==> config.mk <==
export PLATFORM = sky130hd
export DESIGN_NAME = circuit_evaluator
export DESIGN_NICKNAME = d
export VERILOG_FILES = /design/src/rtl/circuit_eval_pkg.sv /design/src/rtl/sync_2ff.sv /design/src/rtl/circuit_evaluator.sv
export SDC_FILE = /design/constraint.sdc
export NUM_CORES = 1
export LEC_CHECK = 0
export ABC_CLOCK_PERIOD_IN_PS = 2900
export CAP_MARGIN = 10
export CORE_MARGIN = 4
export CORE_UTILIZATION = 35
export CTS_CLUSTER_DIAMETER = 50
export DETAILED_ROUTE_END_ITERATION = 7
export PLACE_DENSITY_LB_ADDON = 0.05
export SLEW_MARGIN = 20
export SYNTH_ARGS = -nofsm -noshare
export SYNTH_HDL_FRONTEND = slang
export SYNTH_SLANG_ARGS = --single-unit
==> constraint.sdc <==
create_clock -name clk -period 2.9 [get_ports clk]
set_clock_uncertainty 0.2 [all_clocks]
set_input_delay 0.87 -clock clk [delete_from_list [all_inputs] [get_ports clk]]
set_output_delay 0.87 -clock clk [all_outputs]
set_load 0.005 [all_outputs]
==> src/rtl/circuit_eval_pkg.sv <==
// Shared types and constants for the circuit_evaluator stimulus/capture stage.
package circuit_eval_pkg;

  typedef enum logic [1:0] {
    IDLE,
    SETTLE,
    SAMPLE,
    DONE
  } state_t;

  localparam int NUM_VECTORS = 16;
  localparam int STIM_W      = 4;

endpackage

==> src/rtl/sync_2ff.sv <==
// Two-flop synchronizer for a single asynchronous bit, async reset to 0.
module sync_2ff (
  input  logic clk,
  input  logic rst,
  input  logic d,
  output logic q
);

  logic meta;

  always_ff @(posedge clk or posedge rst) begin
    if (rst) begin
      meta <= 1'b0;
      q    <= 1'b0;
    end else begin
      meta <= d;
      q    <= meta;
    end
  end

endmodule

==> src/rtl/circuit_evaluator.sv <==
// Sweeps a 4-input gate network through all 16 vectors and captures its truth table
// and per-vector instability. Optional toggle counter: CIRCUIT_EVAL_TOGGLE_COUNT_EN.
//
// state  | meaning
// IDLE   | waiting for start, results held
// SETTLE | stim applied, waiting SETTLE_CYCLES for network and synchronizer
// SAMPLE | SAMPLES cycles of capture for the current vector
// DONE   | one-cycle done pulse, results valid
module circuit_evaluator
  import circuit_eval_pkg::*;
#(
  parameter int SETTLE_CYCLES = 16,
  parameter int SAMPLES       = 8
) (
  input  logic                   clk,
  input  logic                   rst,
  input  logic                   start,
  input  logic                   dut_out,
  output logic                   busy,
  output logic                   done,
  output logic [STIM_W-1:0]      stim,
  output logic [NUM_VECTORS-1:0] truth_table,
  output logic [NUM_VECTORS-1:0] unstable
`ifdef CIRCUIT_EVAL_TOGGLE_COUNT_EN
  ,
  output logic [15:0]            toggles
`endif
);

  localparam int CNT_MAX = (SETTLE_CYCLES > SAMPLES) ? SETTLE_CYCLES : SAMPLES;
  localparam int CNT_W   = $clog2(CNT_MAX + 1);
  localparam logic [CNT_W-1:0]  SETTLE_LAST = CNT_W'(SETTLE_CYCLES - 1);
  localparam logic [CNT_W-1:0]  SAMPLE_LAST = CNT_W'(SAMPLES - 1);
  localparam logic [STIM_W-1:0] VEC_LAST    = STIM_W'(NUM_VECTORS - 1);

  state_t                 state;
  logic [CNT_W-1:0]       cnt;
  logic [STIM_W-1:0]      vec;
  logic [NUM_VECTORS-1:0] shadow_tt, shadow_un;
  logic [NUM_VECTORS-1:0] tt_next, un_next;
  logic                   ref_val;
  logic                   out_s;

  sync_2ff u_sync (
    .clk (clk),
    .rst (rst),
    .d   (dut_out),
    .q   (out_s)
  );

  // Next shadow values include the current sample, so results can be published
  // on the same edge that enters DONE.
  always_comb begin
    tt_next = shadow_tt;
    un_next = shadow_un;
    if (state == SAMPLE) begin
      if (cnt == '0) tt_next[vec] = out_s;
      else if (out_s != ref_val) un_next[vec] = 1'b1;
    end
  end

`ifdef CIRCUIT_EVAL_TOGGLE_COUNT_EN
  logic [15:0] tog_cnt, tog_next;
  logic        out_prev;

  always_comb begin
    tog_next = tog_cnt;
    if ((state == SETTLE || state == SAMPLE) && out_s != out_prev && tog_cnt != 16'hFFFF)
      tog_next = tog_cnt + 16'd1;
  end

  always_ff @(posedge clk or posedge rst) begin
    if (rst) begin
      tog_cnt  <= '0;
      out_prev <= 1'b0;
      toggles  <= '0;
    end else begin
      out_prev <= out_s;
      if (state == IDLE) begin
        if (start) tog_cnt <= '0;
      end else begin
        tog_cnt <= tog_next;
      end
      if (state == SAMPLE && cnt == SAMPLE_LAST && vec == VEC_LAST) toggles <= tog_next;
    end
  end
`endif

  always_ff @(posedge clk or posedge rst) begin
    if (rst) begin
      state       <= IDLE;
      cnt         <= '0;
      vec         <= '0;
      stim        <= '0;
      busy        <= 1'b0;
      done        <= 1'b0;
      ref_val     <= 1'b0;
      shadow_tt   <= '0;
      shadow_un   <= '0;
      truth_table <= '0;
      unstable    <= '0;
    end else begin
      done <= 1'b0;
      case (state)
        IDLE: begin
          if (start) begin
            vec       <= '0;
            stim      <= '0;
            cnt       <= '0;
            shadow_tt <= '0;
            shadow_un <= '0;
            busy      <= 1'b1;
            state     <= SETTLE;
          end
        end
        SETTLE: begin
          if (cnt == SETTLE_LAST) begin
            cnt   <= '0;
            state <= SAMPLE;
          end else begin
            cnt <= cnt + CNT_W'(1);
          end
        end
        SAMPLE: begin
          shadow_tt <= tt_next;
          shadow_un <= un_next;
          if (cnt == '0) ref_val <= out_s;
          if (cnt == SAMPLE_LAST) begin
            cnt <= '0;
            if (vec == VEC_LAST) begin
              truth_table <= tt_next;
              unstable    <= un_next;
              busy        <= 1'b0;
              done        <= 1'b1;
              state       <= DONE;
            end else begin
              vec   <= vec + STIM_W'(1);
              stim  <= vec + STIM_W'(1);
              state <= SETTLE;
            end
          end else begin
            cnt <= cnt + CNT_W'(1);
          end
        end
        DONE: state <= IDLE;
        default: state <= IDLE;
      endcase
    end
  end

endmodule
==> results of run 1 <==
layout make-up:
cell class	instances	area share
tap	136	0.03817
inverter	26	0.02273
sequential	80	0.4491
clock buffer	10	0.03087
clock inverter	6	0.01488
multi-input combinational	234	0.3298
timing repair buffer	51	0.1145
per-stage QoR:
| step | setup slack, ps | utilization | instances | power [mW] |
|---|---|---|---|---|
| floorplan | 822.0 | - | 357 | 2.036 |
| global placement | 231.8 | 0.4139 | 527 | 2.320 |
| detailed placement | 139.9 | 0.4139 | 527 | 2.322 |
| CTS | 421.3 | 0.4338 | 543 | 3.196 |
| global route | 298.9 | 0.4338 | 543 | 3.375 |
| finish | 424.4 | 0.4338 | 543 | 3.148 |
placed cells by master (no fill, tap or decap), types with 2 or more instances in the layout:
master and n:
dfrtp_1 80, nand2_1 48, clkdlybuf4s50_1 41, a21oi_1 40
inv_1 25, o21ai_0 23, nor2_1 21, nand3_1 17
o22ai_1 16, ha_1 11, clkbuf_8 10, buf_4 8
mux2_4 7, mux2_2 6, nand2b_1 4, mux2i_1 3
nor2b_1 3, nand3_2 3, a31oi_1 3, a221oi_1 2
a21o_1 2, and2_1 2, clkinv_2 2, clkinv_4 2
buf_12 2
power by group through the flow:
stage	logic, mW	clock network (mW)	registers (mW)
finish	1.03	0.851	1.27
global route	1.16	0.932	1.29
CTS	1.04	0.888	1.27
detailed placement	1.03	0	1.29
global placement	1.03	0	1.29
floorplan	0.760	0	1.28
flip-flops by register name (all words and copies together) (netlist names), 2 cells and up:
| register | flops |
|---|---|
| shadow_tt | 16 |
| shadow_un | 16 |
| truth_table | 16 |
| unstable | 16 |
| cnt | 5 |
| vec | 4 |
| state | 2 |
metal layers:
layer | part of all wire | GRT usage | up-vias | routed length [um]
li1 | - | - | 1320 | -
met1 | 0.53 | 0.2002 | 1238 | 4207
met2 | 0.42 | 0.1974 | 40 | 3335
met3 | 0.040 | 0.03439 | 11 | 316
met4 | 0.014 | 0.04680 | 0 | 110
met5 | 0 | 0 | - | 0
path summary, 6_finish.rpt:
check                           slack, ps                      end
worst max-delay path                  420                  stim[2]
worst min-delay path                  160       u_sync.q$_DFF_PP0_
worst max register to register        520  unstable[7]$_DFFE_PP0P_
worst min register to register        160       u_sync.q$_DFF_PP0_
max in group asynchronous            1360       cnt[1]$_DFFE_PP0P_
min in group asynchronous             750         busy$_DFFE_PP0P_
cell families (layout without fill, tap and decap cells):
kind of cell	count (synthesis)	after routing	share of synthesized area
AO/OA/AOI/OAI	94	94	0.1503
XOR/XNOR	1	1	0.002375
adder cells (fa/ha/maj)	11	11	0.03731
buffers and inverters	43	93	0.05902
flip-flops	80	80	0.5427
multiplexers	17	17	0.05868
AND/OR/NAND/NOR	111	111	0.1496
==> reports/results.txt, run 1 <==
status - finished clean
worst rel slew slack - 0.5812
Pleak - 1.951 nW
Gate power share - 0.326
Multi-input gate area - 0.001470 mm2
CP max-delay cell - clkdlybuf4s50_1
Peak VDD IR - 0.0002689 V
CP arrival - 1410 ps
worst skew pair latency - 360 ps
worst hold path type - reg -> reg
First DRT Iteration DRCs - 139
# Post-CTS Setup Buffers - 0
critical path class - reg -> out
CP top delay family - buffers and inverters
FF+latch area - 0.002002 mm2
n_diodes - 0
Die W - 110.7 um
max-slew violation count - 0
post-route cell area - 0.004458 mm2
syn avg cell area - 10.33 um2
CTS tree - done
Post-Syn Area - 0.003689 mm2
GRT Util Overall - 0.1370
router iterations before antenna repair - 4
share of layout cells above drive strength 1 - 0.1278
most frequent cell after synthesis - dfrtp_1
Initial Utilization - 0.3589
routability cong. - 0.7178
Primary FF master, synth - dfrtp_1
Net Sw Power - 1.154 mW
worst path cell trace - clkdlybuf4s50_1
Fillers - 1052
IO Pins - 42
crit path max fanout - 9
post-synth top area share - 0.5427
Post-synth EDFFs - 0
Synth warnings - 0
Antenna Nets Post-Route - 0
Synth cell types - 46
final period utilization - 0.8537
via count - 2609
initial antenna violation count - 0
vias per inst - 4.805
post-DP HPWL - 5.340 mm
setup TNS - 0 ps
Hold Path Stages - 0
post_cts resized - 0
reg-to-reg startpoint - state[0]$_DFFE_PP0P_
Mapped Nets - 372
cts hold-fix bufs - 0
Final Hold Slack - 158.3 ps
Fin. Hold Viols - 0
Period minus WS final - 2476 ps
cell taking the most area after synthesis - dfrtp_1
Worst-path clk slew - 80 ps
Worst setup SP type - flop
Clock Sinks - 80
# rows - 37
Synth async-reset ratio - 1.000
Worst EP required - 1830 ps
largest net degree at the start of global routing - 81
Worst Setup SP - vec[2]$_DFFE_PP0P_
die area - 0.01225 mm2
WP depth - 1
vias in the first global route - 2647
H-Tree Depth - 3
sequential area share after synthesis - 0.5427
Setup crit end kind - output pin
CTS Buf Count - 9
GRT overflow - 0
placed cell area - 0.004254 mm2
port bufs - 41
clock share of power - 0.270
global-route wire length before repair - 13.68 mm
Core ar. - 0.01028 mm2
Gate Count Post-Synth - 357
Reg2Reg Depth - 4
Root Driver - clkbuf_8
Reg power frac - 0.404
DIE HEIGHT - 110.7 um
Buf+Inv Stages, Crit Path - 1
post-detailed-routing wire length - 7.970 mm
achievable clock frequency - 403.9 MHz
area grow syn2layout - 20.86%
DR WL/cell - 14.68 um
max-cap viol count - 0
top cells by area, synth - dfrtp_1, a21oi_1, nand2_1
synthesis-stage register bit count - 80
nets - 417
Max Root-Sink Buffers - 2
setup violators final - 0
RSZ-0062 raised after global routing - no
Worst Max-Slew Pin Slew - 625.5 ps
top cells by count, synth - dfrtp_1, nand2_1, a21oi_1, inv_1, o21ai_0
Largest stage delay, worst path - 560 ps
Worst Min Path Start - u_sync.meta$_DFF_PP0_
Power Internal - 1.994 mW
PD cells - 706.1 mW/mm2
DR DRC count - 0
Sw Share - 0.3667
Power figures use the tool's default switching activity.
==> inputs of run 2 (changes only) <==
- CELL_PAD_IN_SITES_DETAIL_PLACEMENT: default -> 0
- CELL_PAD_IN_SITES_GLOBAL_PLACEMENT: default -> 1
- DONT_BUFFER_PORTS: default -> 1
==> run 2 against run 1 <==
  * Critical path type is now reg -> reg
  * Largest cell class unchanged
  * Non-clock buffer count is 42 lower
  * First-iteration DRC count is 30% lower
  * Wire length is 2.1% higher
==> reports/results.txt, run 2 (synthesized netlist as in run 1, its figures left out) <==
Peak VDD IR - 0.0003144 V (was 0.0002689 V)
Root Driver - clkbuf_8 (unchanged)
Period minus WS final - 2403 ps (was 2476 ps)
reg-to-reg startpoint - vec[0]$_DFFE_PP0P_ (was state[0]$_DFFE_PP0P_)
DR WL/cell - 16.24 um (was 14.68 um)
setup TNS - 0 ps (unchanged)
vias in the first global route - 2524 (was 2647)
final period utilization - 0.8287 (was 0.8537)
Reg2Reg Depth - 6 (was 4)
crit path max fanout - 20 (was 9)
Antenna Nets Post-Route - 0 (unchanged)
# rows - 37 (unchanged)
worst rel slew slack - 0.5986 (was 0.5812)
worst hold path type - reg -> reg (unchanged)
Hold Path Stages - 0 (unchanged)
Core ar. - 0.01028 mm2 (unchanged)
Worst-path clk slew - 80 ps (about the same)
post-DP HPWL - 5.584 mm (was 5.340 mm)
crit path to - truth_table[15]$_DFFE_PP0P_ (was stim[2])
worst skew pair latency - 350 ps (was 360 ps)
area grow syn2layout - 10.24% (was 20.86%)
via count - 2468 (was 2609)
largest net degree at the start of global routing - 39 (was 81)
Die W - 110.7 um (unchanged)
cts hold-fix bufs - 0 (unchanged)
max-slew violation count - 0 (unchanged)
PD cells - 806.9 mW/mm2 (was 706.1 mW/mm2)
post_cts resized - 0 (unchanged)
port bufs - 0 (was 41)
router iterations before antenna repair - 4 (unchanged)
CTS Buf Count - 9 (unchanged)
commonest non-fill, non-tap cells in the layout - dfrtp_1, nand2_1, a21oi_1 (was dfrtp_1, nand2_1, clkdlybuf4s50_1)
global-route wire length before repair - 13.75 mm (was 13.68 mm)
IO Pins - 42 (unchanged)
Initial Utilization - 0.3589 (unchanged)
nets - 375 (was 417)
die area - 0.01225 mm2 (unchanged)
RSZ-0062 raised after global routing - no (unchanged)
vias per inst - 4.926 (was 4.805)
Reg2Reg Setup Slack - 500 ps (was 520 ps)
routability cong. - 0.7415 (was 0.7178)
post-detailed-routing wire length - 8.135 mm (was 7.970 mm)
max-cap viol count - 0 (unchanged)
CP max-delay cell - and3_2 (was clkdlybuf4s50_1)
First DRT Iteration DRCs - 97 (was 139)
Clock Sinks - 80 (unchanged)
achievable clock frequency - 416.1 MHz (was 403.9 MHz)
Max Root-Sink Buffers - 2 (unchanged)
CP arrival - 2470 ps (was 1410 ps)
status - finished clean (unchanged)
critical path class - reg -> reg (was reg -> out)
worst path cell trace - ha_1 > and3_1 > and3_2 > buf_4 > nor2_1 > a21oi_1 (was clkdlybuf4s50_1)
Largest stage delay, worst path - 480 ps (was 560 ps)
Fin. Hold Viols - 0 (unchanged)
CTS tree - done (unchanged)
commonest non-fill, non-tap cell in the layout - dfrtp_1 (unchanged)
Worst Setup SP - vec[0]$_DFFE_PP0P_ (was vec[2]$_DFFE_PP0P_)
Worst EP required - 2970 ps (was 1830 ps)
Setup crit end kind - flop (was output pin)
share of layout cells above drive strength 1 - 0.1370 (was 0.1278)
DIE HEIGHT - 110.7 um (unchanged)
setup violators final - 0 (unchanged)
H-Tree Depth - 3 (unchanged)
n_diodes - 0 (unchanged)
Worst Max-Slew Pin Slew - 600.9 ps (was 625.5 ps)
total power - 3.281 mW (was 3.148 mW)
initial antenna violation count - 0 (unchanged)
GRT overflow - 0 (unchanged)
FF-to-FF End - truth_table[15]$_DFFE_PP0P_ (was unstable[7]$_DFFE_PP0P_)
# Post-CTS Setup Buffers - 0 (unchanged)
GRT Util Overall - 0.1391 (was 0.1370)
Pleak - 1.812 nW (was 1.951 nW)
Worst setup SP type - flop (unchanged)
DR DRC count - 0 (unchanged)
-- run 2: how the worst min path moves through the flow --
stage / startpoint / end / slack [ps]
CTS: u_sync.meta$_DFF_PP0_ / u_sync.q$_DFF_PP0_ / 180
detailed placement: u_sync.meta$_DFF_PP0_ / u_sync.q$_DFF_PP0_ / 170
global route: u_sync.meta$_DFF_PP0_ / u_sync.q$_DFF_PP0_ / 190
finish: u_sync.meta$_DFF_PP0_ / u_sync.q$_DFF_PP0_ / 180
floorplan: u_sync.meta$_DFF_PP0_ / u_sync.q$_DFF_PP0_ / 130
global placement: u_sync.meta$_DFF_PP0_ / u_sync.q$_DFF_PP0_ / 160
-- run 2: layout make-up --
type | instances | area, um2
clock inverter | 6 | 115.1
clock buffer | 10 | 127.6
sequential | 80 | 2002
tap | 136 | 170.2
fill | 1064 | 6211
multi-input combinational | 234 | 1470
inverter | 26 | 101.3
timing repair buffer | 9 | 80.08
-- run 2: report_power, final --
part	internal (mW)	total (mW)	switching (mW)
combinational	0.334	0.997	0.663
sequential	1.20	1.28	0.0801
clock	0.579	1.01	0.429
-- run 2: critical path: cells and delay by family, from the launching register on --
kind | cells | cell delay, ps
simple gates | 3 | 850
flops | 1 | 460
fa+ha+maj | 1 | 360
buf+inv | 1 | 310
compound gates | 1 | 120
-- run 2: metal layers --
layer  share of wire  GRT usage  vias to the layer above  wire (um)
met5               0          0                        -          0
met4           0.014    0.04187                        0        113
met3           0.042    0.03766                       11        342
met2            0.42     0.2015                       42       3451
met1            0.52     0.2029                     1178       4227
li1                -          -                     1237          -
-- run 2: per-stage QoR --
stage / utilization / cells / hold slack [ps] / setup slack, ps / area, um2
global placement: 0.3720 / 485 / 163.4 / 592.1 / 3824
finish: 0.3957 / 501 / 182.0 / 496.7 / 4066
CTS: 0.3957 / 501 / 184.6 / 463.2 / 4066
floorplan: - / 357 / 131.2 / 822.0 / 3692
detailed placement: 0.3720 / 485 / 165.8 / 500.3 / 3824
global route: 0.3957 / 501 / 191.6 / 260.3 / 4066
==> inputs of run 3 (changes only) <==
- ABC_CLOCK_PERIOD_IN_PS: 2900 -> 2000
- clock period: 2.9 -> 2 ns (I/O delays scaled with it)
==> run 3 against run 2 <==
  * Hold slack worse by 110 ps
  * Fmax is 26% higher
  * Die area stayed put
  * Critical path type unchanged
  * Largest power group is now combinational cells
  * First-iteration DRC count is 66% higher
  * Power is 56% higher
  * Sequential share of layout area is 3.9 points lower
  * Largest cell class unchanged
  * Final area is 8.6% higher
  * Combinational power is 86% higher
  * Register-to-register slack worse by 400 ps
==> reports/results.txt, run 3 (synthesized netlist as in run 1, its figures left out) <==
status - finished clean (unchanged)
Worst EP required - 2030 ps (was 2970 ps)
routability cong. - 0.8191 (was 0.7415)
DR DRC count - 0 (unchanged)
total power - 5.134 mW (was 3.281 mW)
nets - 402 (was 375)
CP arrival - 1940 ps (was 2470 ps)
Root Driver - clkbuf_8 (unchanged)
global-route wire length before repair - 14.06 mm (was 13.75 mm)
post-detailed-routing wire length - 8.414 mm (was 8.135 mm)
Worst Max-Slew Pin Slew - 485.1 ps (was 600.9 ps)
Core ar. - 0.01028 mm2 (unchanged)
worst skew pair latency - 360 ps (was 350 ps)
Buf+Inv Stages, Crit Path - 2 (was 1)
Fin. Hold Viols - 0 (unchanged)
post-DP HPWL - 5.949 mm (was 5.584 mm)
initial antenna violation count - 0 (unchanged)
port bufs - 0 (unchanged)
IO Pins - 42 (unchanged)
# rows - 37 (unchanged)
worst path cell trace - inv_1 > ha_1 > nor4b_4 > buf_12 > nand3_1 > a21oi_1 > o22ai_1 (was ha_1 > and3_1 > and3_2 > buf_4 > nor2_1 > a21oi_1)
PD cells - 1162 mW/mm2 (was 806.9 mW/mm2)
achievable clock frequency - 524.9 MHz (was 416.1 MHz)
CTS Buf Count - 9 (unchanged)
Peak VDD IR - 0.0005769 V (was 0.0003144 V)
commonest non-fill, non-tap cell in the layout - dfrtp_1 (unchanged)
First DRT Iteration DRCs - 161 (was 97)
Period minus WS final - 1905 ps (was 2403 ps)
largest net degree at the start of global routing - 40 (was 39)
Initial Utilization - 0.3589 (unchanged)
final period utilization - 0.9525 (was 0.8287)
area grow syn2layout - 19.74% (was 10.24%)
DIE HEIGHT - 110.7 um (unchanged)
worst hold path type - in -> reg (was reg -> reg)
setup TNS - 0 ps (unchanged)
Fillers - 1020 (was 1064)
CP max-delay cell - dfrtp_1 (was and3_2)
die area - 0.01225 mm2 (unchanged)
Worst-path clk slew - 80 ps (about the same)
via count - 2617 (was 2468)
GRT overflow - 0 (unchanged)
max-cap viol count - 0 (unchanged)
critical path class - reg -> reg (unchanged)
GRT Util Overall - 0.1426 (was 0.1391)
Pleak - 1.971 nW (was 1.812 nW)
H-Tree Depth - 3 (unchanged)
Max Root-Sink Buffers - 2 (unchanged)
Die W - 110.7 um (unchanged)
DR WL/cell - 15.94 um (was 16.24 um)
vias in the first global route - 2610 (was 2524)
Final Hold Slack - 68.47 ps (was 182.0 ps)
commonest non-fill, non-tap cells in the layout - dfrtp_1, nand2_1, a21oi_1 (unchanged)
router iterations before antenna repair - 4 (unchanged)
Setup crit end kind - flop (unchanged)
setup violators final - 0 (unchanged)
max-slew violation count - 0 (unchanged)
CTS tree - done (unchanged)
CP top delay family - simple AND/OR/NAND/NOR gates (unchanged)
Largest stage delay, worst path - 430 ps (was 480 ps)
n_diodes - 0 (unchanged)
share of layout cells above drive strength 1 - 0.2194 (was 0.1370)
Worst setup SP type - flop (unchanged)
final design utilization - 0.4298 (was 0.3957)
Clock Sinks - 80 (unchanged)
worst rel slew slack - 0.6754 (was 0.5986)
Antenna Nets Post-Route - 0 (unchanged)
crit path max fanout - 15 (was 20)
vias per inst - 4.956 (was 4.926)
RSZ-0062 raised after global routing - yes (was no)
## run 3: metal layers
layer | up-vias | GRT usage | wire length, um
met5 | - | 0 | 0
met4 | 0 | 0.04926 | 104
met3 | 10 | 0.04367 | 422
met2 | 43 | 0.2079 | 3628
met1 | 1271 | 0.2010 | 4258
li1 | 1293 | - | -
## run 3: path summary, 6_finish.rpt
| check | start | cells past startpoint | end | slack (ps) |
|---|---|---|---|---|
| setup reg to reg | cnt[0]$_DFFE_PP0P_ | 7 | shadow_tt[3]$_DFFE_PP0P_ | 90 |
| min in group asynchronous | rst | 2 | cnt[1]$_DFFE_PP0P_ | 530 |
| hold reg to reg | u_sync.meta$_DFF_PP0_ | 0 | u_sync.q$_DFF_PP0_ | 160 |
| max in group asynchronous | rst | 3 | truth_table[13]$_DFFE_PP0P_ | 530 |
| hold / removal | dut_out | 0 | u_sync.meta$_DFF_PP0_ | 70 |
| setup / recovery | cnt[0]$_DFFE_PP0P_ | 7 | shadow_tt[3]$_DFFE_PP0P_ | 90 |
## run 3: final cells by class
cell class / instances / area (um2) / share of cell area
clock buffer: 9 / 123.9 / 0.02805
clock inverter: 7 / 120.1 / 0.02720
timing repair buffer: 36 / 360.3 / 0.08159
tap: 136 / 170.2 / 0.03853
multi-input combinational: 234 / 1539 / 0.3484
sequential: 80 / 2002 / 0.4533
inverter: 26 / 101.3 / 0.02295
## run 3: stage by stage
| step | instances | cell area, um2 | worst slack, ps |
|---|---|---|---|
| after detailed placement | 507 | 4076 | 4.338 |
| after CTS | 524 | 4334 | 0.3511 |
| final | 528 | 4417 | 94.91 |
| after floorplan | 357 | 3705 | 3.540 |
| after global routing | 528 | 4417 | -14.04 |
| after global placement | 507 | 4076 | 2.661 |
## run 3: power by group
part           switching (mW)  internal (mW)  total (mW)
registers              0.0957           1.73        1.83
logic                    1.08          0.774        1.85
clock network           0.623          0.831        1.45
## run 3: repair_timing
action / in CTS / in global routing
gates resized for setup: 1 / 13
hold endpoints to repair: 16 / 0
setup buffers: 0 / 4
hold buffers: 1 / 0
pin swaps: 0 / 7
setup endpoints to repair: 23 / 61
